`config.mk`:
```
export PLATFORM = sky130hd
export DESIGN_NAME = lcd_init_sequencer
export DESIGN_NICKNAME = d
export VERILOG_FILES = /design/src/rtl/lcd_pkg.sv /design/src/rtl/lcd_init_rom.sv /design/src/rtl/lcd_init_sequencer.sv
export SDC_FILE = /design/constraint.sdc
export NUM_CORES = 1
export LEC_CHECK = 0
export ABC_AREA = 1
export ABC_CLOCK_PERIOD_IN_PS = 1800
export CORE_MARGIN = 2
export CORE_UTILIZATION = 50
export DETAILED_ROUTE_END_ITERATION = 10
export GPL_ROUTABILITY_DRIVEN = 1
export HOLD_SLACK_MARGIN = 0.15
export MAX_ROUTING_LAYER = met4
export PLACE_DENSITY = 0.76
export SLEW_MARGIN = 20
export SYNTH_ARGS = -nofsm -noshare
export SYNTH_HDL_FRONTEND = slang
export SYNTH_SLANG_ARGS = --single-unit
```
`constraint.sdc`:
```
create_clock -name clk_50m_i -period 1.8 [get_ports clk_50m_i]
set_input_delay 0.27 -clock clk_50m_i [delete_from_list [all_inputs] [get_ports clk_50m_i]]
set_output_delay 0.27 -clock clk_50m_i [all_outputs]
set_load 0.01 [all_outputs]
```
`src/rtl/lcd_pkg.sv`:
```
`default_nettype none
// ============================================================================
//  Module      : lcd_pkg
//  Description : Shared definitions for the HD44780-style LCD init sequencer.
//                Holds the sequencer state encoding, the LCD instruction
//                constants used by the init list and the list length.
//  Revision    : 1.0 - initial release
// ============================================================================
package lcd_pkg;

  // Number of commands in the power-on init list and the index of the last one
  localparam int           NUM_INIT_CMDS = 6;
  localparam int           STEP_W        = 3;
  localparam logic [2:0]   LAST_STEP     = 3'(NUM_INIT_CMDS - 1);

  // Millisecond delay counters are 8 bits wide
  localparam int           DLY_W         = 8;

  // HD44780 instruction bytes used by the init list
  localparam logic [7:0]   CMD_CLEAR         = 8'h01;  // clear display, cursor home
  localparam logic [7:0]   CMD_ENTRY_INC     = 8'h06;  // increment address, no shift
  localparam logic [7:0]   CMD_DISP_ON       = 8'h0C;  // display on, cursor off, blink off
  localparam logic [7:0]   CMD_FUNC_SET_8B2L = 8'h38;  // 8-bit bus, 2 lines, 5x8 font

  // Sequencer state encoding
  typedef enum logic [2:0] {
    ST_IDLE     = 3'd0,
    ST_PWR_WAIT = 3'd1,
    ST_SEND     = 3'd2,
    ST_WAIT     = 3'd3,
    ST_DONE     = 3'd4,
    ST_ERROR    = 3'd5
  } state_e;

endpackage : lcd_pkg
`default_nettype wire

```
`src/rtl/lcd_init_rom.sv`:
```
`default_nettype none
// ============================================================================
//  Module      : lcd_init_rom
//  Description : Combinational lookup of the LCD init command list.
//                Maps a step index to the instruction byte to send and the
//                settle time (ms) the controller needs after it.
//  Ports       : step_i      - command index (0..5); other values return 0/0
//                cmd_o       - instruction byte for that step
//                delay_ms_o  - post-command settle time in ms
//  Revision    : 1.0 - initial release
// ============================================================================
module lcd_init_rom
  import lcd_pkg::*;
#(
  parameter logic [7:0] FUNC_SET       = CMD_FUNC_SET_8B2L,
  parameter int         FS1_DELAY_MS   = 5,
  parameter int         CMD_DELAY_MS   = 1,
  parameter int         CLEAR_DELAY_MS = 2
) (
  input  logic [STEP_W-1:0] step_i,
  output logic [7:0]        cmd_o,
  output logic [DLY_W-1:0]  delay_ms_o
);

  always_comb begin
    cmd_o      = 8'h00;
    delay_ms_o = '0;
    case (step_i)
      // The first function-set is issued while the controller may still be
      // in its own reset; it needs the long wait before the repeats.
      3'd0: begin cmd_o = FUNC_SET;      delay_ms_o = DLY_W'(FS1_DELAY_MS);   end
      3'd1: begin cmd_o = FUNC_SET;      delay_ms_o = DLY_W'(CMD_DELAY_MS);   end
      3'd2: begin cmd_o = FUNC_SET;      delay_ms_o = DLY_W'(CMD_DELAY_MS);   end
      3'd3: begin cmd_o = CMD_DISP_ON;   delay_ms_o = DLY_W'(CMD_DELAY_MS);   end
      3'd4: begin cmd_o = CMD_CLEAR;     delay_ms_o = DLY_W'(CLEAR_DELAY_MS); end
      3'd5: begin cmd_o = CMD_ENTRY_INC; delay_ms_o = DLY_W'(CMD_DELAY_MS);   end
      default: begin cmd_o = 8'h00;      delay_ms_o = '0;                     end
    endcase
  end

endmodule : lcd_init_rom
`default_nettype wire

```
`src/rtl/lcd_init_sequencer.sv`:
```
`default_nettype none
// ============================================================================
//  Module      : lcd_init_sequencer
//  Description : Power-on / re-init command sequencer for an HD44780-style
//                character LCD. Counts the 1 ms tick to honour controller
//                timing and hands the fixed init list to the LCD byte writer
//                over a valid/ready interface. Flags completion or a
//                cmd_ready timeout.
//  Ports       : clk_50m_i    - 50 MHz system clock
//                reset_i      - synchronous active-high reset
//                tick_1ms_i   - 1-cycle pulse every millisecond
//                start_i      - 1-cycle request to (re)run the sequence
//                cmd_ready_i  - byte writer can accept a command
//                cmd_valid_o  - cmd_data_o holds a command to send
//                cmd_data_o   - instruction byte
//                cmd_rs_o     - register select, always instruction (0)
//                busy_o       - sequence in progress
//                init_done_o  - sequence completed (sticky until start/reset)
//                init_err_o   - cmd_ready timeout (sticky until start/reset)
//                step_o       - index of current/last command
//  Revision    : 1.0 - initial release
// ============================================================================
module lcd_init_sequencer
  import lcd_pkg::*;
#(
  parameter bit         AUTO_START     = 1'b1,
  parameter int         POWERUP_MS     = 40,
  parameter int         FS1_DELAY_MS   = 5,
  parameter int         CMD_DELAY_MS   = 1,
  parameter int         CLEAR_DELAY_MS = 2,
  parameter logic [7:0] FUNC_SET       = CMD_FUNC_SET_8B2L,
  parameter int         TIMEOUT_MS     = 100
) (
  input  logic              clk_50m_i,
  input  logic              reset_i,
  input  logic              tick_1ms_i,
  input  logic              start_i,
  input  logic              cmd_ready_i,
  output logic              cmd_valid_o,
  output logic [7:0]        cmd_data_o,
  output logic              cmd_rs_o,
  output logic              busy_o,
  output logic              init_done_o,
  output logic              init_err_o,
  output logic [STEP_W-1:0] step_o
);

  localparam int               TMO_W     = $clog2(TIMEOUT_MS + 2);
  localparam logic [TMO_W-1:0] TMO_LIMIT = TMO_W'(TIMEOUT_MS);
  // One extra tick absorbs an arbitrary phase between entry and the first tick
  localparam logic [DLY_W-1:0] PWR_LOAD  = DLY_W'(POWERUP_MS + 1);

  state_e              state_q;
  logic [DLY_W-1:0]    dly_q;
  logic [TMO_W-1:0]    tmo_q;
  logic [STEP_W-1:0]   step_q;
  logic                cmd_valid_q;
  logic [7:0]          cmd_data_q;
  logic                busy_q;
  logic                init_done_q;
  logic                init_err_q;

  logic [STEP_W-1:0]   w_rom_addr;
  logic [7:0]          w_rom_cmd;
  logic [DLY_W-1:0]    w_rom_dly;
  logic                w_accept;
  logic                w_dly_expire;

  // The ROM is shared: in SEND it supplies the delay of the command being
  // accepted; in WAIT it looks ahead to the next byte so the byte can be
  // registered on the same edge that re-enters SEND; elsewhere it points at
  // step 0 for a fresh start.
  always_comb begin
    w_rom_addr = '0;
    case (state_q)
      ST_SEND: w_rom_addr = step_q;
      ST_WAIT: w_rom_addr = step_q + 3'd1;
      default: w_rom_addr = '0;
    endcase
  end

  lcd_init_rom #(
    .FUNC_SET       (FUNC_SET),
    .FS1_DELAY_MS   (FS1_DELAY_MS),
    .CMD_DELAY_MS   (CMD_DELAY_MS),
    .CLEAR_DELAY_MS (CLEAR_DELAY_MS)
  ) u_rom (
    .step_i     (w_rom_addr),
    .cmd_o      (w_rom_cmd),
    .delay_ms_o (w_rom_dly)
  );

  assign w_accept     = cmd_valid_q & cmd_ready_i;
  // Terminal compare at 1 so the counter saturates instead of wrapping
  assign w_dly_expire = tick_1ms_i & (dly_q <= 8'd1);

  always_ff @(posedge clk_50m_i) begin
    if (reset_i) begin
      state_q     <= ST_IDLE;
      dly_q       <= '0;
      tmo_q       <= '0;
      step_q      <= '0;
      cmd_valid_q <= 1'b0;
      cmd_data_q  <= 8'h00;
      busy_q      <= 1'b0;
      init_done_q <= 1'b0;
      init_err_q  <= 1'b0;
    end else begin
      case (state_q)
        ST_IDLE: begin
          if (AUTO_START || start_i) begin
            state_q <= ST_PWR_WAIT;
            busy_q  <= 1'b1;
            dly_q   <= PWR_LOAD;
          end
        end

        ST_PWR_WAIT: begin
          if (w_dly_expire) begin
            state_q     <= ST_SEND;
            dly_q       <= '0;
            tmo_q       <= '0;
            cmd_valid_q <= 1'b1;
            cmd_data_q  <= w_rom_cmd;
          end else if (tick_1ms_i) begin
            dly_q <= dly_q - 8'd1;
          end
        end

        ST_SEND: begin
          if (w_accept) begin
            // A tick coinciding with the accept is deliberately dropped:
            // the full delay+1 ticks are counted from the next cycle on.
            state_q     <= ST_WAIT;
            cmd_valid_q <= 1'b0;
            dly_q       <= w_rom_dly + 8'd1;
          end else if (tick_1ms_i) begin
            if (tmo_q >= TMO_LIMIT) begin
              state_q     <= ST_ERROR;
              cmd_valid_q <= 1'b0;
              busy_q      <= 1'b0;
              init_err_q  <= 1'b1;
            end else begin
              tmo_q <= tmo_q + 1'b1;
            end
          end
        end

        ST_WAIT: begin
          if (w_dly_expire) begin
            dly_q <= '0;
            if (step_q == LAST_STEP) begin
              state_q     <= ST_DONE;
              busy_q      <= 1'b0;
              init_done_q <= 1'b1;
            end else begin
              state_q     <= ST_SEND;
              step_q      <= step_q + 3'd1;
              tmo_q       <= '0;
              cmd_valid_q <= 1'b1;
              cmd_data_q  <= w_rom_cmd;
            end
          end else if (tick_1ms_i) begin
            dly_q <= dly_q - 8'd1;
          end
        end

        ST_DONE, ST_ERROR: begin
          // Re-init skips the power-up wait: the controller is already alive
          if (start_i) begin
            state_q     <= ST_SEND;
            step_q      <= '0;
            tmo_q       <= '0;
            busy_q      <= 1'b1;
            init_done_q <= 1'b0;
            init_err_q  <= 1'b0;
            cmd_valid_q <= 1'b1;
            cmd_data_q  <= w_rom_cmd;
          end
        end

        default: begin
          state_q     <= ST_IDLE;
          cmd_valid_q <= 1'b0;
          busy_q      <= 1'b0;
        end
      endcase
    end
  end

  assign cmd_valid_o = cmd_valid_q;
  assign cmd_data_o  = cmd_data_q;
  assign cmd_rs_o    = 1'b0;
  assign busy_o      = busy_q;
  assign init_done_o = init_done_q;
  assign init_err_o  = init_err_q;
  assign step_o      = step_q;

endmodule : lcd_init_sequencer
`default_nettype wire

```
# Word level (Yosys, flattened, before mapping)
# Index checks and enable logic that the tools add are counted.
# Widths: inputs -> output; s select.
[word_totals] register_bits=33
[classes] n_bitwise=4 reduce_logical=20 muxes=52 eq_ne=24 order_cmp=2 add_sub_neg=4
[op_table] cell="$mux 8" count=7
[op_table] cell="$mux 7" count=7
[op_table] cell="$pmux 8 s3" count=2
[op_table] cell="$mux 3" count=10
[op_table] cell="$pmux 7 s4" count=1
[op_table] cell="$pmux 6 s4" count=1
[op_table] cell="$ne 2x2->1 const B" count=10
[op_table] cell="$mux 1" count=16
[op_table] cell="$eq 3x3->1 const B" count=5
[op_table] cell="$pmux 3 s5" count=1
[op_table] cell="$reduce_and 5->1" count=3
[op_table] cell="$reduce_and 7->1" count=2
[op_table] cell="$eq 3x2->1 const B" count=4
[op_table] cell="$pmux 3 s2" count=2
[op_table] cell="$pmux 1 s5" count=2
[op_table] cell="$pmux 3 s3" count=1
[op_table] cell="$add 8x1->8 const B" count=1
[op_table] cell="$le 8x1->1 const B" count=1
[op_table] cell="$reduce_and 4->1" count=2
[op_table] cell="$reduce_and 8->1" count=1
[op_table] cell="$sub 8x1->8 const B" count=1
[op_table] cell="$add 7x1->7 const B" count=1
[op_table] cell="$ge 7x7->1 const B" count=1
[op_table] cell="$eq 3x1->1 const B" count=2
[op_table] cell="14 further kinds" count=22

# Depth between registers and ports, before layout
# Gate-level depths: netlist (run 1).
[depth] depth_word=8 mapped_depth=15 mapped_depth_nobuf=15

# Hierarchy
# A second synthesis (run 1) with hierarchy kept.
[unflattened] hier_cells=362 hier_area_um2=2233.4
[modules_own_cells] module="lcd_init_sequencer" cells_per_inst=341 seq_area_each_um2=660.6 instances=1 area_each_um2=2109.5
[modules_own_cells] module="lcd_init_rom" cells_per_inst=21 seq_area_each_um2=0.0 instances=1 area_each_um2=123.9

# Least setup slack after synthesis (run 1)
# OpenSTA, ideal clock, no wires.
[synth_timing] kind="register -> register" start="register step_q[1] (netlist: step_o[1])" end="register dly_q[2]" period_less_slack_ns=1.723 required_time_ns=1.668 setup_time_ns=0.132 stages_incl_launch_ff=13 setup_slack_ns=0.077 t_arrival_ns=1.591 cell_sequence="dfxtp_1 -> inv_1 -> ha_1 -> inv_1 -> nand2_1 -> nand2_1 -> nor3_1 -> ha_1 -> nand3_1 -> nand3_1 -> nand2_1 -> nand2_1 -> a21oi_1"
[synth_via] elab_chain_cells=8 elab_cells_between_ends=13 cone_classes="add/sub: 2; eq/ne: 5; mux: 4; reduce/logical: 2"
[synth_lines] element="from (decl)" line_no="lcd_init_sequencer.sv:56" text="logic [STEP_W-1:0] step_q;"
[synth_lines] element="from (signal assigned)" line_no="lcd_init_sequencer.sv:158" text="step_q <= step_q + 3'd1;"
[synth_lines] element="$add 3x1->3" line_no="lcd_init_sequencer.sv:77" text="ST_WAIT: w_rom_addr = step_q + 3'd1;"
[synth_lines] element="$pmux 3 s2 (*)" line_no="lcd_init_sequencer.sv:75" text="case (state_q)"
[synth_lines] element="$eq 3x1->1, or another cell as far along" line_no="lcd_init_rom.sv:28" text="case (step_i)"
[synth_lines] element="$reduce_or 4->1 (no line)"
[synth_lines] element="$pmux 3 s3 (*)" line_no="lcd_init_rom.sv:28"
[synth_lines] element="$add 8x1->8 (*)" line_no="lcd_init_sequencer.sv:136" text="dly_q <= w_rom_dly + 8'd1;"
[synth_lines] element="$mux 8 (*)" line_no="lcd_init_sequencer.sv:131" text="if (w_accept) begin"
[synth_lines] element="$pmux 8 s3 (*)" line_no="lcd_init_sequencer.sv:109" text="case (state_q)"
[synth_lines] element="to (signal assigned)" line_no="lcd_init_sequencer.sv:126" text="dly_q <= dly_q - 8'd1;"
[synth_lines] element="to (signal assigned)" line_no="lcd_init_sequencer.sv:136"
[synth_lines] element="to (signal assigned)" line_no="lcd_init_sequencer.sv:164" text="dly_q <= dly_q - 8'd1;"
[synth_lines] element="to (decl)" line_no="lcd_init_sequencer.sv:54" text="logic [DLY_W-1:0] dly_q;"
# Every way passes the cells marked *; elsewhere a longest branch is shown, timed or not. The select of a mux whose other input is x is not followed.
# A chain may end at the register's enable or synchronous reset.

# Worst setup path after layout (run 1)
[layout_timing] start="register state_q[0]" end="register dly_q[2]"
[layout_via] elab_chain_cells=8 elab_cells_between_ends=21 cone_classes="add/sub: 1; eq/ne: 10; mux: 4; reduce/logical: 6"
[layout_lines] element="from (decl)" line_no="lcd_init_sequencer.sv:53" text="state_e state_q;"
[layout_lines] element="from (signal assigned)" line_no="lcd_init_sequencer.sv:99" text="state_q <= ST_IDLE;"
[layout_lines] element="from (signal assigned)" line_no="lcd_init_sequencer.sv:112" text="state_q <= ST_PWR_WAIT;"
[layout_lines] element="from (signal assigned)" line_no="lcd_init_sequencer.sv:120" text="state_q <= ST_SEND;"
[layout_lines] element="$eq 3x2->1" line_no="lcd_init_sequencer.sv:75, lcd_init_sequencer.sv:109"
[layout_lines] element="$pmux 3 s2" line_no="lcd_init_sequencer.sv:75"
[layout_lines] element="$eq 3x1->1, or another cell as far along" line_no="lcd_init_rom.sv:28"
[layout_lines] element="$reduce_or 4->1 (no line)"
[layout_lines] element="$pmux 3 s3" line_no="lcd_init_rom.sv:28"
[layout_lines] element="$add 8x1->8" line_no="lcd_init_sequencer.sv:136"
[layout_lines] element="$mux 8" line_no="lcd_init_sequencer.sv:131"
[layout_lines] element="$pmux 8 s3" line_no="lcd_init_sequencer.sv:109"
# Parallel ways exist; a longest one is shown, timed or not. The select of a mux whose other input is x is not followed.

==> results_dict.tcl, run 1 <==
set metrics [dict create \
    ant_nets 0 \
    coreArea_um2 3610 \
    cp_max_fo 5 \
    final_core_util 0.676 \
    placed_cell_area_um2 2180 \
    first_global_vias 1662 \
    rows 22 \
    wl_per_cell_um 11.9 \
    finalInstanceArea_um2 2440 \
    viasPerCell 5.03 \
    grt_first_pass_wirelength_mm 7.18 \
    drt_iter0_drc 71 \
    p_per_area_nw_per_um2 1440 \
    yosysWarningCount 0 \
    hold_viol 0 \
    drv_cap 0 \
    critical_path_class "reg2reg" \
    power_switching_mw 1.54 \
    seq_area_frac_synth 0.326 \
    power_frac_clock 0.160 \
    slew_viol_final 0 \
    grt_max_degree 17 \
    vdd_drop_max_mv 0.644 \
    seqPwrFrac 0.292 \
    internal-power_mw 1.96 \
    clkSlewWorstSetupHoldPaths_ns 0.06 \
    skew_ns 0.00282 \
    io_buffers 17 \
    die_x_um 64.7 \
    min_path_cells 2 \
    drive_gt1_frac 0.263 \
    antennaDiodeCount 0 \
    power_mw 3.51 \
    syn_area_per_cell_um2 6.67 \
    status "completed" \
    clk_path_buf_depth 2 \
    setup_viol 0 \
    cts_hold_buffers 0 \
    cp.required_ns 2.03 \
    min_period_over_period 0.969 \
    vias 1867 \
    start_util 0.510 \
    routed_wl_mm 4.43 \
    power.share.combinational 0.548 \
    yosys_register_bits 30 \
    ys_types 32 \
    clock_latency_ns 0.29 \
    synth_area_leader_cell "dfxtp_1" \
    startpoint_type "flop" \
    max_freq_ghz 0.573 \
    die_height_um 64.7 \
    syn_area_um2 1840 \
    grt-ovfl-total 0 \
    dieArea_um2 4180 \
    yosysTopAreaCellShare 0.326 \
    cts_buffers 5 \
    finalCriticalPeriod_ns 1.74 \
    endpoint_kind "flop" \
    drc 0 \
    drtPass1Iterations 4 \
    rsz0062_at_grt "true" \
    netlist_top_cells_area "dfxtp_1 33%, nand2_1 14%, a21oi_1 6.8%" \
    grt_antenna_before_repair 0 \
    clock-sinks 30 \
    htree_levels 2 \
    ff2ff_path_depth 13 \
    cts_tree "built" \
    nNetsFinal 334 \
    synthCells 276 \
    io_pins 21 \
    place_congestion 0.920 \
    hold_class "reg2reg" \
    grt_usage 0.228 \
    switching_share 0.440 \
    worstPathArrival_ns 1.97 \
    place_hpwl_mm 3.14 \
    p_leak_nw 1.03 \
    area_growth_pct 32.4 \
    clockRootBuffer "clkbuf_8" \
    tns_ns 0 \
]
final cells by class:
class	instances	area (um2)
Clock inverter	1	5.00
Fill cell	306	1170
Tap cell	48	60.1
Multi-Input combinational cell	202	1150
Timing Repair Buffer	44	373
Sequential cell	30	613
Inverter	39	150
Clock buffer	7	86.3
cell usage after synthesis (all sizes together):
library cell   n
nand3         12
a21oi         25
nand2         73
nand4          4
nor2          39
or2            1
inv           38
xor2           5
nor4b          1
dfxtp         30
buf            5
clkinv         1
nor3           8
o22ai          1
ha             7
a31oi          3
clkbuf         2
xnor2          2
nor4           1
a221oi         1
o21ai         13
a211oi         1
conb           1
o211ai         2
cell usage in the layout, fill, tap and decap left out, types with 2 or more instances in the layout:
master           netlist  layout
clkdlybuf4s50_1        0      17
nor3_1                 7       6
a21oi_1               25      24
dfxtp_1               30      26
inv_2                  9      12
nand2_1               68      63
buf_4                  5      27
o21ai_0               10       9
ha_4                   0       2
nor2_1                32      29
nor2_4                 3       6
nor2_2                 4       4
ha_2                   0       2
inv_1                 29      25
a31oi_1                3       3
xor2_1                 5       5
ha_1                   7       3
nand3_1               10      10
o211ai_1               2       2
nand3_4                0       2
conb_1                 1       3
clkbuf_8               0       6
clkinv_2               1       2
dfxtp_4                0       3
nand4_1                4       4
nand2_2                4       9
xnor2_1                2       2
o21ai_2                3       3
cell families (layout without fill, tap and decap cells):
logic type | Yosys count | after routing | synth area share
flops | 30 | 30 | 0.326
other cells | 1 | 3 | 0.00204
simple gates | 139 | 139 | 0.343
buf+inv | 46 | 91 | 0.105
xor+xnor | 7 | 7 | 0.0333
fa+ha+maj | 7 | 7 | 0.0476
compound gates | 46 | 46 | 0.143
timing repair:
item / CTS / global route
setup endpoints to repair: 1 / 21
cloned: 0 / 0
pin swaps: 0 / 9
setup buffers: 0 / 7
resized for setup: 1 / 33
worst max-delay path, stage by stage, from the launching register on:
cell and delay (ns):
dfxtp_4 0.40, nand2_1 0.06, nor2_1 0.20, nand2_1 0.10
nand2_2 0.14, nand2_1 0.10, nand2_1 0.11, ha_2 0.19
inv_1 0.04, nand2_1 0.05, nand3_1 0.07, nand2_1 0.06
nand2_1 0.05, a21oi_2 0.10
power groups by stage:
stage                     sequential [mW]  combinational [mW]  clock [mW]
after floorplan                      1.00                1.22           0
after global routing                 1.05                2.15       0.609
after detailed placement             1.01                1.74           0
after global placement               1.01                1.73           0
after CTS                            1.00                1.75       0.575
final                                1.02                1.92       0.561
flip-flops by register name (all words and copies together) (netlist names), 3 cells and up:
signal and count:
dly_q 8, state_q 3, tmo_q 7, step_o 3, cmd_data_o 5
metrics by stage:
stage | std cells | hold slack [ns] | setup slack, ns
2_1_floorplan | 278 | 0.460 | 0.0770
3_3_place_gp | 356 | 0.437 | 0.0000157
3_5_place_dp | 356 | 0.442 | -0.0781
4_1_cts | 364 | 0.451 | 0.00411
5_1_grt | 371 | 0.481 | -0.0779
6_report | 371 | 0.447 | 0.0558
path summary, 6_finish.rpt:
check	start	end	slack, ns
worst max-delay path	state_q[0]$_SDFFE_PP0P_	dly_q[2]$_SDFFE_PP0P_	0.06
worst min-delay path	init_done_o$_SDFFE_PP0P_	init_done_o$_SDFFE_PP0P_	0.45
worst max register to register	state_q[0]$_SDFFE_PP0P_	dly_q[2]$_SDFFE_PP0P_	0.06
worst min register to register	init_done_o$_SDFFE_PP0P_	init_done_o$_SDFFE_PP0P_	0.45
routing by layer:
metal	global-route usage	wire length [um]
met1	0.286	2030
met2	0.354	2070
met3	0.0625	229
met4	0.0771	95
met5	-	0
Note: power is estimated with default switching activity, not from simulation.
==> inputs of run 2 (changes only) <==
--- a/config.mk
+++ b/config.mk
@@ -8,12 +8,12 @@
 export ABC_AREA = 1
 export ABC_CLOCK_PERIOD_IN_PS = 1800
 export CORE_MARGIN = 2
-export CORE_UTILIZATION = 50
+export CORE_UTILIZATION = 56
 export DETAILED_ROUTE_END_ITERATION = 10
 export GPL_ROUTABILITY_DRIVEN = 1
 export HOLD_SLACK_MARGIN = 0.15
 export MAX_ROUTING_LAYER = met4
-export PLACE_DENSITY = 0.76
+export PLACE_DENSITY = 0.84
 export SLEW_MARGIN = 20
 export SYNTH_ARGS = -nofsm -noshare
 export SYNTH_HDL_FRONTEND = slang
==> run 2 against run 1 <==
Global-route usage grew 4.0 points. Register-to-register slack improved by 0.02 ns. Non-clock buffer count fell by 3. Flip-flop and latch count unchanged. First-iteration DRC count is 73% higher. Count of clock-buffer cells in the layout shrank 2. Final cell count fell by 2.2%. Critical path type unchanged. Critical endpoint unchanged. Highest routed layer unchanged.
==> results_dict.tcl, run 2 (synthesis results as in run 1) <==
set metrics [dict create \
    grt-ovfl-total 0 \
    max_freq_ghz 0.579 \
    crit_chain "inv_2, ha_4, inv_2, nand2_1, nand2_2, buf_4, nor2_1, nand2_1, nand2_2, nand3_2, nand2_1, nand2_1, a21oi_1" \
    clock_latency_ns 0.34 \
    wl_per_cell_um 13.1 \
    htree_levels 2 \
    nNetsFinal 331 \
    placed_cells 350 \
    start_util 0.598 \
    p_leak_nw 1.00 \
    post-place-ws_ns -0.0614 \
    dieArea_um2 3760 \
    slowest_delay_ns 0.38 \
    min_period_over_period 0.960 \
    rows 20 \
    clk_path_buf_depth 2 \
    die_x_um 61.3 \
    drive_gt1_frac 0.270 \
    place_congestion 0.909 \
    drc 0 \
    hold_class "reg2reg" \
    drtPass1Iterations 5 \
    slew_viol_final 0 \
    io_pins 21 \
    cts_tree "built" \
    io_buffers 17 \
    drv_cap 0 \
    cp_max_fo 3 \
    area_growth_pct 29.0 \
    whs_ns 0.456 \
    clkSlewWorstSetupHoldPaths_ns 0.10 \
    power_mw 3.29 \
    viasPerCell 5.20 \
    first_global_vias 1699 \
    place_hpwl_mm 3.19 \
    antennaDiodeCount 0 \
    setup_viol 0 \
    drt_iter0_drc 123 \
    crit_path_top_delay_cell "dfxtp_4" \
    worstPathArrival_ns 2.02 \
    cts_buffers 5 \
    finalCriticalPeriod_ns 1.73 \
    layout_common_cells "61 x nand2_1, 29 x nor2_1, 25 x a21oi_1, 25 x dfxtp_1" \
    cp.required_ns 2.09 \
    coreArea_um2 3080 \
    vdd_drop_max_mv 0.631 \
    largest_reg_flops 8 \
    stdcell_count 363 \
    vias 1888 \
    critical_path_class "reg2reg" \
    crit_top_cell "nand2_1" \
    worst_slack_ns 0.0714 \
    clock-sinks 30 \
    cts_hold_buffers 0 \
    endpoint_kind "flop" \
    rsz0062_at_grt "true" \
    clockRootBuffer "clkbuf_4" \
    die_height_um 61.3 \
    startpoint_type "flop" \
    status "completed" \
    hold_viol 0 \
    skew_ns 0.0119 \
    final_common_cell "nand2_1" \
    grt_usage 0.267 \
    p_per_area_nw_per_um2 1390 \
    grt_max_degree 17 \
    ant_nets 0 \
    routed_wl_mm 4.77 \
    fill_cells 234 \
    grt_antenna_before_repair 0 \
    largest-register "dly_q" \
    grt_first_pass_wirelength_mm 7.20 \
    tns_ns 0 \
]
## run 2: what timing repair did
item,4_1_cts,5_1_grt
pin swaps,1,13
endpoints found under the setup margin,2,16
gates resized for setup,4,32
setup buffers,1,5
## run 2: final cells by class
cell class	instances	area, um2	area share
multi-input combinational	202	1160	0.489
sequential	30	612	0.258
timing repair buffer	41	350	0.148
inverter	39	148	0.0622
tap	44	55.1	0.0232
clock buffer	5	37.5	0.0158
clock inverter	2	10.0	0.00422
## run 2: power breakdown
| part | switching, mW | total [mW] | internal [mW] | leakage [nW] |
|---|---|---|---|---|
| registers | 0.174 | 1.02 | 0.848 | 0.248 |
| clock network | 0.254 | 0.394 | 0.140 | 0.0308 |
| logic | 1.14 | 1.87 | 0.736 | 0.725 |
## run 2: per-stage QoR
| step | cell area [um2] | util |
|---|---|---|
| final | 2370 | 0.771 |
| after global routing | 2370 | 0.771 |
| after CTS | 2220 | 0.723 |
| after detailed placement | 2160 | 0.703 |
| after global placement | 2160 | 0.703 |
| after floorplan | 1850 | - |
## run 2: worst max-delay path, delay by kind of cell, from the launching register on
family	cells	cell delay, ns
fa+ha+maj	1	0.25
buf+inv	3	0.24
simple gates	8	0.68
compound gates	1	0.12
flops	1	0.38
## run 2: routing by layer
metal	track usage	share of wire
met2	0.441	0.48
met1	0.326	0.45
met5	-	0
met3	0.0693	0.057
met4	0.0699	0.017
## run 2: worst paths after layout
check,from,to,slack (ns),depth (start not counted)
worst min register to register,init_done_o$_SDFFE_PP0P_,init_done_o$_SDFFE_PP0P_,0.46,2
worst min-delay path,init_done_o$_SDFFE_PP0P_,init_done_o$_SDFFE_PP0P_,0.46,2
worst max-delay path,step_o[1]$_SDFFE_PP0P_,dly_q[2]$_SDFFE_PP0P_,0.07,13
worst max register to register,step_o[1]$_SDFFE_PP0P_,dly_q[2]$_SDFFE_PP0P_,0.07,13
==> inputs of run 3 (changes only) <==
--- a/config.mk
+++ b/config.mk
@@ -6,7 +6,7 @@
 export NUM_CORES = 1
 export LEC_CHECK = 0
 export ABC_AREA = 1
-export ABC_CLOCK_PERIOD_IN_PS = 1800
+export ABC_CLOCK_PERIOD_IN_PS = 1830
 export CORE_MARGIN = 2
 export CORE_UTILIZATION = 56
 export DETAILED_ROUTE_END_ITERATION = 10
==> constraint.sdc (replaced) <==
create_clock -name clk_50m_i -period 1.83 [get_ports clk_50m_i]
set_input_delay 0.2745 -clock clk_50m_i [delete_from_list [all_inputs] [get_ports clk_50m_i]]
set_output_delay 0.2745 -clock clk_50m_i [all_outputs]
set_load 0.01 [all_outputs]
==> run 3 against run 2 <==
Count of clock-buffer cells in the layout up 1. Global-route usage up 0.94 points. Non-clock buffer count down 6. Highest routed layer unchanged. Sequential power about the same. First-iteration DRC count up 4.9%. Critical path type unchanged. Via count up 2.6%. Clock skew down 0.0062 ns. Utilization down 1.4 points. Maximum frequency down 0.42%.
==> results_dict.tcl, run 3 (synthesis results as in run 1) <==
set metrics [dict create \
    status "completed" \
    multi_input_area_um2 1100 \
    first_global_vias 1729 \
    p_leak_nw 1.00 \
    final_core_util 0.757 \
    place_congestion 0.927 \
    rr_endpoint "dly_q[2]$_SDFFE_PP0P_" \
    slew_viol_final 0 \
    clockRootBuffer "clkbuf_4" \
    layout_common_cells "63 x nand2_1, 29 x nor2_1, 28 x inv_1" \
    max_freq_ghz 0.576 \
    cts_hold_buffers 0 \
    grt_antenna_before_repair 0 \
    coreArea_um2 3080 \
    min_period_over_period 0.949 \
    grt_usage 0.277 \
    worstPathArrival_ns 2.02 \
    seq_area_um2 608 \
    clock-sinks 30 \
    cp.required_ns 2.11 \
    skew_ns 0.00568 \
    timing.rr.start "step_o[1]$_SDFFE_PP0P_" \
    critical_path_class "reg2reg" \
    clock_latency_ns 0.35 \
    finalInstanceArea_um2 2330 \
    routed_wl_mm 4.63 \
    cts_buffers 5 \
    final_common_cell "nand2_1" \
    min_to "init_done_o$_SDFFE_PP0P_" \
    largest-register "dly_q" \
    r2r_setup_slack_ns 0.09 \
    min_path_cells 2 \
    worstHoldStart "init_done_o$_SDFFE_PP0P_" \
    hold_viol 0 \
    placed_cells 345 \
    area_growth_pct 26.6 \
    grt_first_pass_wirelength_mm 7.42 \
    die_x_um 61.3 \
    viasPerCell 5.41 \
    grt-ovfl-total 0 \
    place_hpwl_mm 3.20 \
    clkSlewWorstSetupHoldPaths_ns 0.10 \
    wl_per_cell_um 12.9 \
    largest_reg_flops 8 \
    antennaDiodeCount 0 \
    rows 20 \
    drtPass1Iterations 4 \
    start_util 0.598 \
    placed_cell_area_um2 2130 \
    ff2ff_path_depth 13 \
    whs_ns 0.453 \
    ant_nets 0 \
    nNetsFinal 325 \
    cts_tree "built" \
    p_per_area_nw_per_um2 1490 \
    startpoint_type "flop" \
    endpoint_kind "flop" \
    hold_class "reg2reg" \
    drive_gt1_frac 0.223 \
    stdcell_count 358 \
    vdd_drop_max_mv 0.673 \
    dieArea_um2 3760 \
    fill_cells 254 \
    cp_max_fo 4 \
    setup_viol 0 \
    clk_path_buf_depth 2 \
    die_height_um 61.3 \
    finalCriticalPeriod_ns 1.74 \
    grt_max_degree 17 \
    drt_iter0_drc 129 \
    vias 1937 \
    io_buffers 17 \
    drc 0 \
    io_pins 21 \
    htree_levels 2 \
    drv_cap 0 \
]
==> run 3: cell types whose count changed in the layout (fill, tap and decap cells not counted), sizes merged <==
cell	delta
clkbuf	+1
bufinv	+2
clkinv	-2
buf	-6
==> run 3: through the flow <==
step | setup TNS [ns] | worst slack, ns | total power, mW
3_5_place_dp | -0.0434 | -0.0255 | 2.67
5_1_grt | -0.0669 | -0.0417 | 3.73
4_1_cts | 0 | 0.0120 | 3.41
3_3_place_gp | 0 | 0.0499 | 2.63
6_report | 0 | 0.0942 | 3.46
2_1_floorplan | 0 | 0.107 | 2.19
==> run 3: repair_timing <==
item	CTS	global route
setup buffers	0	5
endpoints found under the setup margin	0	14
resized for setup	0	20
==> run 3: layout make-up <==
class	count	share of cell area
multi-input cells	202	0.473
flip-flops and latches	30	0.261
repair buffers	35	0.131
inverters	39	0.0633
clock inverters	2	0.0258
well taps	44	0.0236
clock buffers	6	0.0220
==> run 3: power breakdown <==
part	switching (mW)	internal (mW)	leakage, nW
sequential	0.159	0.833	0.247
clock	0.250	0.463	0.0585
combinational	1.09	0.663	0.697
total	1.50	1.96	1.00
==> run 3: worst max-delay path, stage by stage, from the launching register on <==
cell and delay [ns]:
dfxtp_2 0.35, inv_1 0.04, ha_1 0.27, inv_1 0.05
nand2_1 0.07, nand2_2 0.10, nor3_4 0.25, ha_4 0.16
inv_1 0.04, nand2_1 0.06, nand3_1 0.06, nand2_1 0.06
nand2_1 0.04, a21oi_1 0.11
==> run 3: how the worst max path moves through the flow <==
stage               slack [ns]               endpoint  depth (start not counted)                   start
global placement          0.05  tmo_q[0]$_SDFFE_PP0P_                         11              tick_1ms_i
CTS                       0.01  dly_q[2]$_SDFFE_PP0P_                         14  step_o[0]$_SDFFE_PP0P_
global route             -0.04  dly_q[2]$_SDFFE_PP0P_                         15  step_o[0]$_SDFFE_PP0P_
detailed placement       -0.03  tmo_q[2]$_SDFFE_PP0P_                         11              tick_1ms_i
finish                    0.09  dly_q[2]$_SDFFE_PP0P_                         13  step_o[1]$_SDFFE_PP0P_
floorplan                 0.11  dly_q[2]$_SDFFE_PP0P_                         12  step_o[1]$_SDFFE_PP0P_
==> run 3: metal layers <==
metal / up-vias / wire length, um / part of all wire / global-route usage
li1: 957 / - / - / -
met4: 0 / 65 / 0.014 / 0.0973
met2: 70 / 2260 / 0.49 / 0.445
met1: 901 / 2050 / 0.44 / 0.334
met5: - / 0 / 0 / -
met3: 9 / 261 / 0.056 / 0.0756
==> patch 1, RTL diff (config.mk and constraints of run 1) <==
The parameter `AUTO_START` goes from 1'b1 to 1'b0.
--- a/src/rtl/lcd_init_sequencer.sv
+++ b/src/rtl/lcd_init_sequencer.sv
@@ -23,7 +23,7 @@
 module lcd_init_sequencer
   import lcd_pkg::*;
 #(
-  parameter bit         AUTO_START     = 1'b1,
+  parameter bit         AUTO_START     = 1'b0,
   parameter int         POWERUP_MS     = 40,
   parameter int         FS1_DELAY_MS   = 5,
   parameter int         CMD_DELAY_MS   = 1,
Function: changed (a bounded check fails within 4 cycles, from zero or initial values and one cycle with reset_i high).
==> patch 1 against run 1 <==
Sequential cell count is the same. Design area grew 10%. Worst setup slack lost 0.013 ns. Die area grew 11%. Synthesized cell count grew 14%. Synthesized area grew 12%. Total power grew 5.9%. Routed wire length grew 16%. Critical endpoint is now dly_q[1]. Largest cell class unchanged. Largest power group unchanged. Highest routed layer unchanged.
==> patch 1: results (changes against run 1) <==
Outcome
  • Status: completed

Pwr
  • Leakage power of the design: 1.184 nW (+15%)
  • Fraction of power spent switching nets: 45.89% (+1.9 points)
  • Highest ir drop seen on vdd: 0.9265 mV (+44%)

Yosys
  • Most frequent cells after synthesis: sky130_fd_sc_hd__nand2_1 (77), sky130_fd_sc_hd__nor2_1 (40), sky130_fd_sc_hd__inv_1 (37)
  • Synth Area per Inst: 6.530 sq um (-2.1%)
  • Largest cells by area after synthesis: sky130_fd_sc_hd__dfxtp_1 (29%), sky130_fd_sc_hd__nand2_1 (14%), sky130_fd_sc_hd__nor2_1 (7.3%)
  • Portion of the post-synthesis area used by sequential elements: 29.20% (-3.4 points)
  • Distinct cell type count after synthesis: 30 (-6.3%)

Global routing
  • Via count of the first global-routing pass: 1,773 (+6.7%)
  • Total routing resource utilization after global routing: 23.47% (+0.71 points)
  • Pin count of the biggest net entering global routing: 16 (-1)
  • Number of antenna violations at the first check in global routing: 0 (unchanged)
  • Global-route wire length before repair: 7.866 mm (+9.5%)

Place
  • Placer Congestion: 0.9675 (+5.2%)
  • Dpl hpwl: 3.621 mm (+16%)
  • Dpl cell area: 2387 sq um (+9.3%)
  • Pre-CTS worst setup slack: -0.1236 ns (-0.04554 ns)
  • Count of input and output buffers: 17 (unchanged)
  • Placed insts: 395 (+11%)

Worst setup path
  • Arrival time of data at the critical path endpoint: 1.93 ns (-0.04 ns)
  • Peak per-stage delay on the critical path: 0.37 ns (-0.03 ns)
  • CP max-delay cell: sky130_fd_sc_hd__dfxtp_1
  • Maximum fanout encountered on the critical timing path: 4 (-1)

Routing
  • Detail-routed net length per standard cell: 12.57 um (+5.4%)
  • Initial detailed-routing violation count: 129 (+82%)
  • Vias: 2,094 (+12%)

Layout
  • Fillers: 329 (+7.5%)
  • Layout area overhead: 30.54%
  • Net count of the finished layout: 371 (+11%)
  • Fraction of final layout cells with drive strength greater than 1: 23.89% (-2.4 points)
  • Final Instance Count excl. Fillers: 410 (+11%)

STA
  • Maximum clock skew at final layout: 0.005039 ns (+0.002218 ns)
## patch 1: cell count changes in the layout (fill, tap and decap cells not counted), sizes merged, moves of 3 or more
cell,change
a21oi,-3
nor2,+13
nand4,+3
inv,+4
nor3,-3
nand2,+12
nand3,+17
o21ai,+5
## patch 1: final timing paths
| path | end | startpoint | cells after the start | slack (ns) |
|---|---|---|---|---|
| worst min register to register | init_done_o | init_done_o | 2 | 0.46 |
| worst max register to register | dly_q[1] | state_q[2] | 10 | 0.04 |
| worst min-delay path | init_done_o | init_done_o | 2 | 0.46 |
| worst max-delay path | dly_q[1] | state_q[2] | 10 | 0.04 |
## patch 1: what timing repair did
action / 4_1_cts / 5_1_grt
hold buffers: 0 / 0
setup endpoints to repair: 1 / 17
buffers inserted: 1 / 6
cloned: 0 / 0
resized for setup: 3 / 28
pin swaps: 1 / 8
## patch 1: metal layers
metal	global-route usage, %	up-vias	share of wire [%]
met4	8.000	0	1.2
met2	35.44	51	48
li1	-	1090	-
met5	-	-	0
met1	30.54	948	46
met3	5.921	5	4.6
## patch 1: cell families after synthesis
logic type | after synthesis | share of synthesized area, %
other | 1 | 0.1823
buffers and inverters | 49 | 9.854
AOI/OAI and AO/OA | 41 | 11.13
xor gates and xnor gates | 6 | 2.555
DFF | 30 | 29.20
adders and majority gates | 7 | 4.258
and+or+nand+nor | 181 | 42.82
## patch 1: power by group through the flow
stage	clock (mW)	sequential (mW)	combinational [mW]
finish	0.581	0.991	2.14
global route	0.627	1.01	2.37
CTS	0.588	0.965	1.98
detailed placement	0	0.975	1.96
global placement	0	0.973	1.94
floorplan	0	0.964	1.43
## patch 1: area by class of cell
cell class,instances,area share [%]
clock buffer,6,3.075
clock inverter,2,0.4660
inverter,42,5.871
multi-input combinational,238,51.21
sequential,30,22.79
tap,50,2.330
timing repair buffer,42,14.26
==> patch 2, RTL diff (settings of run 1) <==
Made on the original files. Make the reset (`reset_i`) asynchronous in one clocked block. Comments in the files are not updated.
--- a/src/rtl/lcd_init_sequencer.sv
+++ b/src/rtl/lcd_init_sequencer.sv
@@ -94,7 +94,7 @@
   // Terminal compare at 1 so the counter saturates instead of wrapping
   assign w_dly_expire = tick_1ms_i & (dly_q <= 8'd1);
 
-  always_ff @(posedge clk_50m_i) begin
+  always_ff @(posedge clk_50m_i or posedge reset_i) begin
     if (reset_i) begin
       state_q     <= ST_IDLE;
       dly_q       <= '0;
Behaviour: differs if reset_i is asserted again (counterexample within 4 cycles, from zero or initial values and one cycle with reset_i high); with reset_i held inactive, the same outputs for 10 cycles.
==> patch 2 against run 1 <==
Sequential cell count unchanged. Routed wire length rose by 7.7%. Total power is 38% higher. Hold slack worse by 0.078 ns. Cell count decreased by 1.9%. Maximum frequency decreased by 1.7%. Synthesized area grew 4.3%. Count of clock-buffer cells in the layout down 1. Design area grew 7.7%. Worst setup slack worse by 0.030 ns. Critical path type unchanged.
==> patch 2: results (changes against run 1) <==
Outcome
  • Status: completed

Worst setup path
  • Peak per-stage delay on the critical path: 0.42 ns (+0.02 ns)

Layout
  • Fillers: 292 (-4.6%)
  • Count of multi-input combinational gates: 189 (-6.4%)
  • Clock network area share: 3.622% (-0.12 points)
  • Post-route standard cell area excluding fillers: 2625 sq um (+7.7%)
  • Data buffer area share: 17.83% (+2.5 points)

Global routing
  • Total routing resource utilization after global routing: 23.07% (+0.31 points)
  • Global-route track usage on met1: 30.59% (+1.9 points)
  • Met2 Track Usage GR: 35.23% (-0.19 points)
  • Global-route wire length before repair: 7.396 mm (+3.0%)

Routing
  • Total met2 wirelength after detailed routing: 2.339 mm (+13%)
  • Vias: 1,873 (+0.32%)
  • Initial detailed-routing violation count: 105 (+48%)
  • Detail-routed net length per standard cell: 13.10 um (+9.8%)
  • Met1 wire length: 2.100 mm (+3.4%)

Yosys
  • Top_reg_cell synth: sky130_fd_sc_hd__dfrtp_1
  • Adder-Cell Fraction of Synth Area: 4.563% (-0.20 points)
  • Distinct cell type count after synthesis: 29 (-9.4%)
  • Portion of the post-synthesis area used by sequential elements: 39.11% (+6.5 points)
  • Area fraction in compound gates after synthesis: 11.15% (-3.1 points)

Die
  • Core area: 3689 sq um (+2.3%)

Pwr
  • Power per unit of standard cell area: 1849 nW/um^2 (+29%)
  • Highest ir drop seen on vdd: 1.185 mV (+84%)
  • Proportion of power drawn by flip-flops and latches: 23.6% (-5.6 points)

Place
  • Pre-CTS worst setup slack: -0.07828 ns (-0.0002107 ns)
## patch 2: cell count changes after synthesis, sizes merged, moves of 3 or more
| cell | before | now |
|---|---|---|
| a21oi | 25 | 10 |
| inv | 38 | 35 |
| nand3 | 12 | 17 |
| nor3 | 8 | 5 |
| dfrtp | 0 | 30 |
| o21ai | 13 | 17 |
| nor2 | 39 | 30 |
| nand2 | 73 | 80 |
| dfxtp | 30 | 0 |
## patch 2: worst paths after layout
path                            slack, ns  depth (start not counted)       from         to
worst max-delay path                 0.03                         11  step_o[1]   dly_q[1]
worst min-delay path                 0.37                          3    reset_i   dly_q[4]
worst max register to register       0.03                         11  step_o[1]   dly_q[1]
max in group asynchronous            1.12                          3    reset_i  step_o[0]
worst min register to register       0.49                          2     busy_o     busy_o
min in group clk_50m_i               0.49                          2     busy_o     busy_o
## patch 2: repair_timing
item,CTS,global route
pin swaps,6,15
resized for setup,7,31
endpoints found under the setup margin,2,17
setup buffers,5,7
hold buffers,0,0
gates cloned,0,0
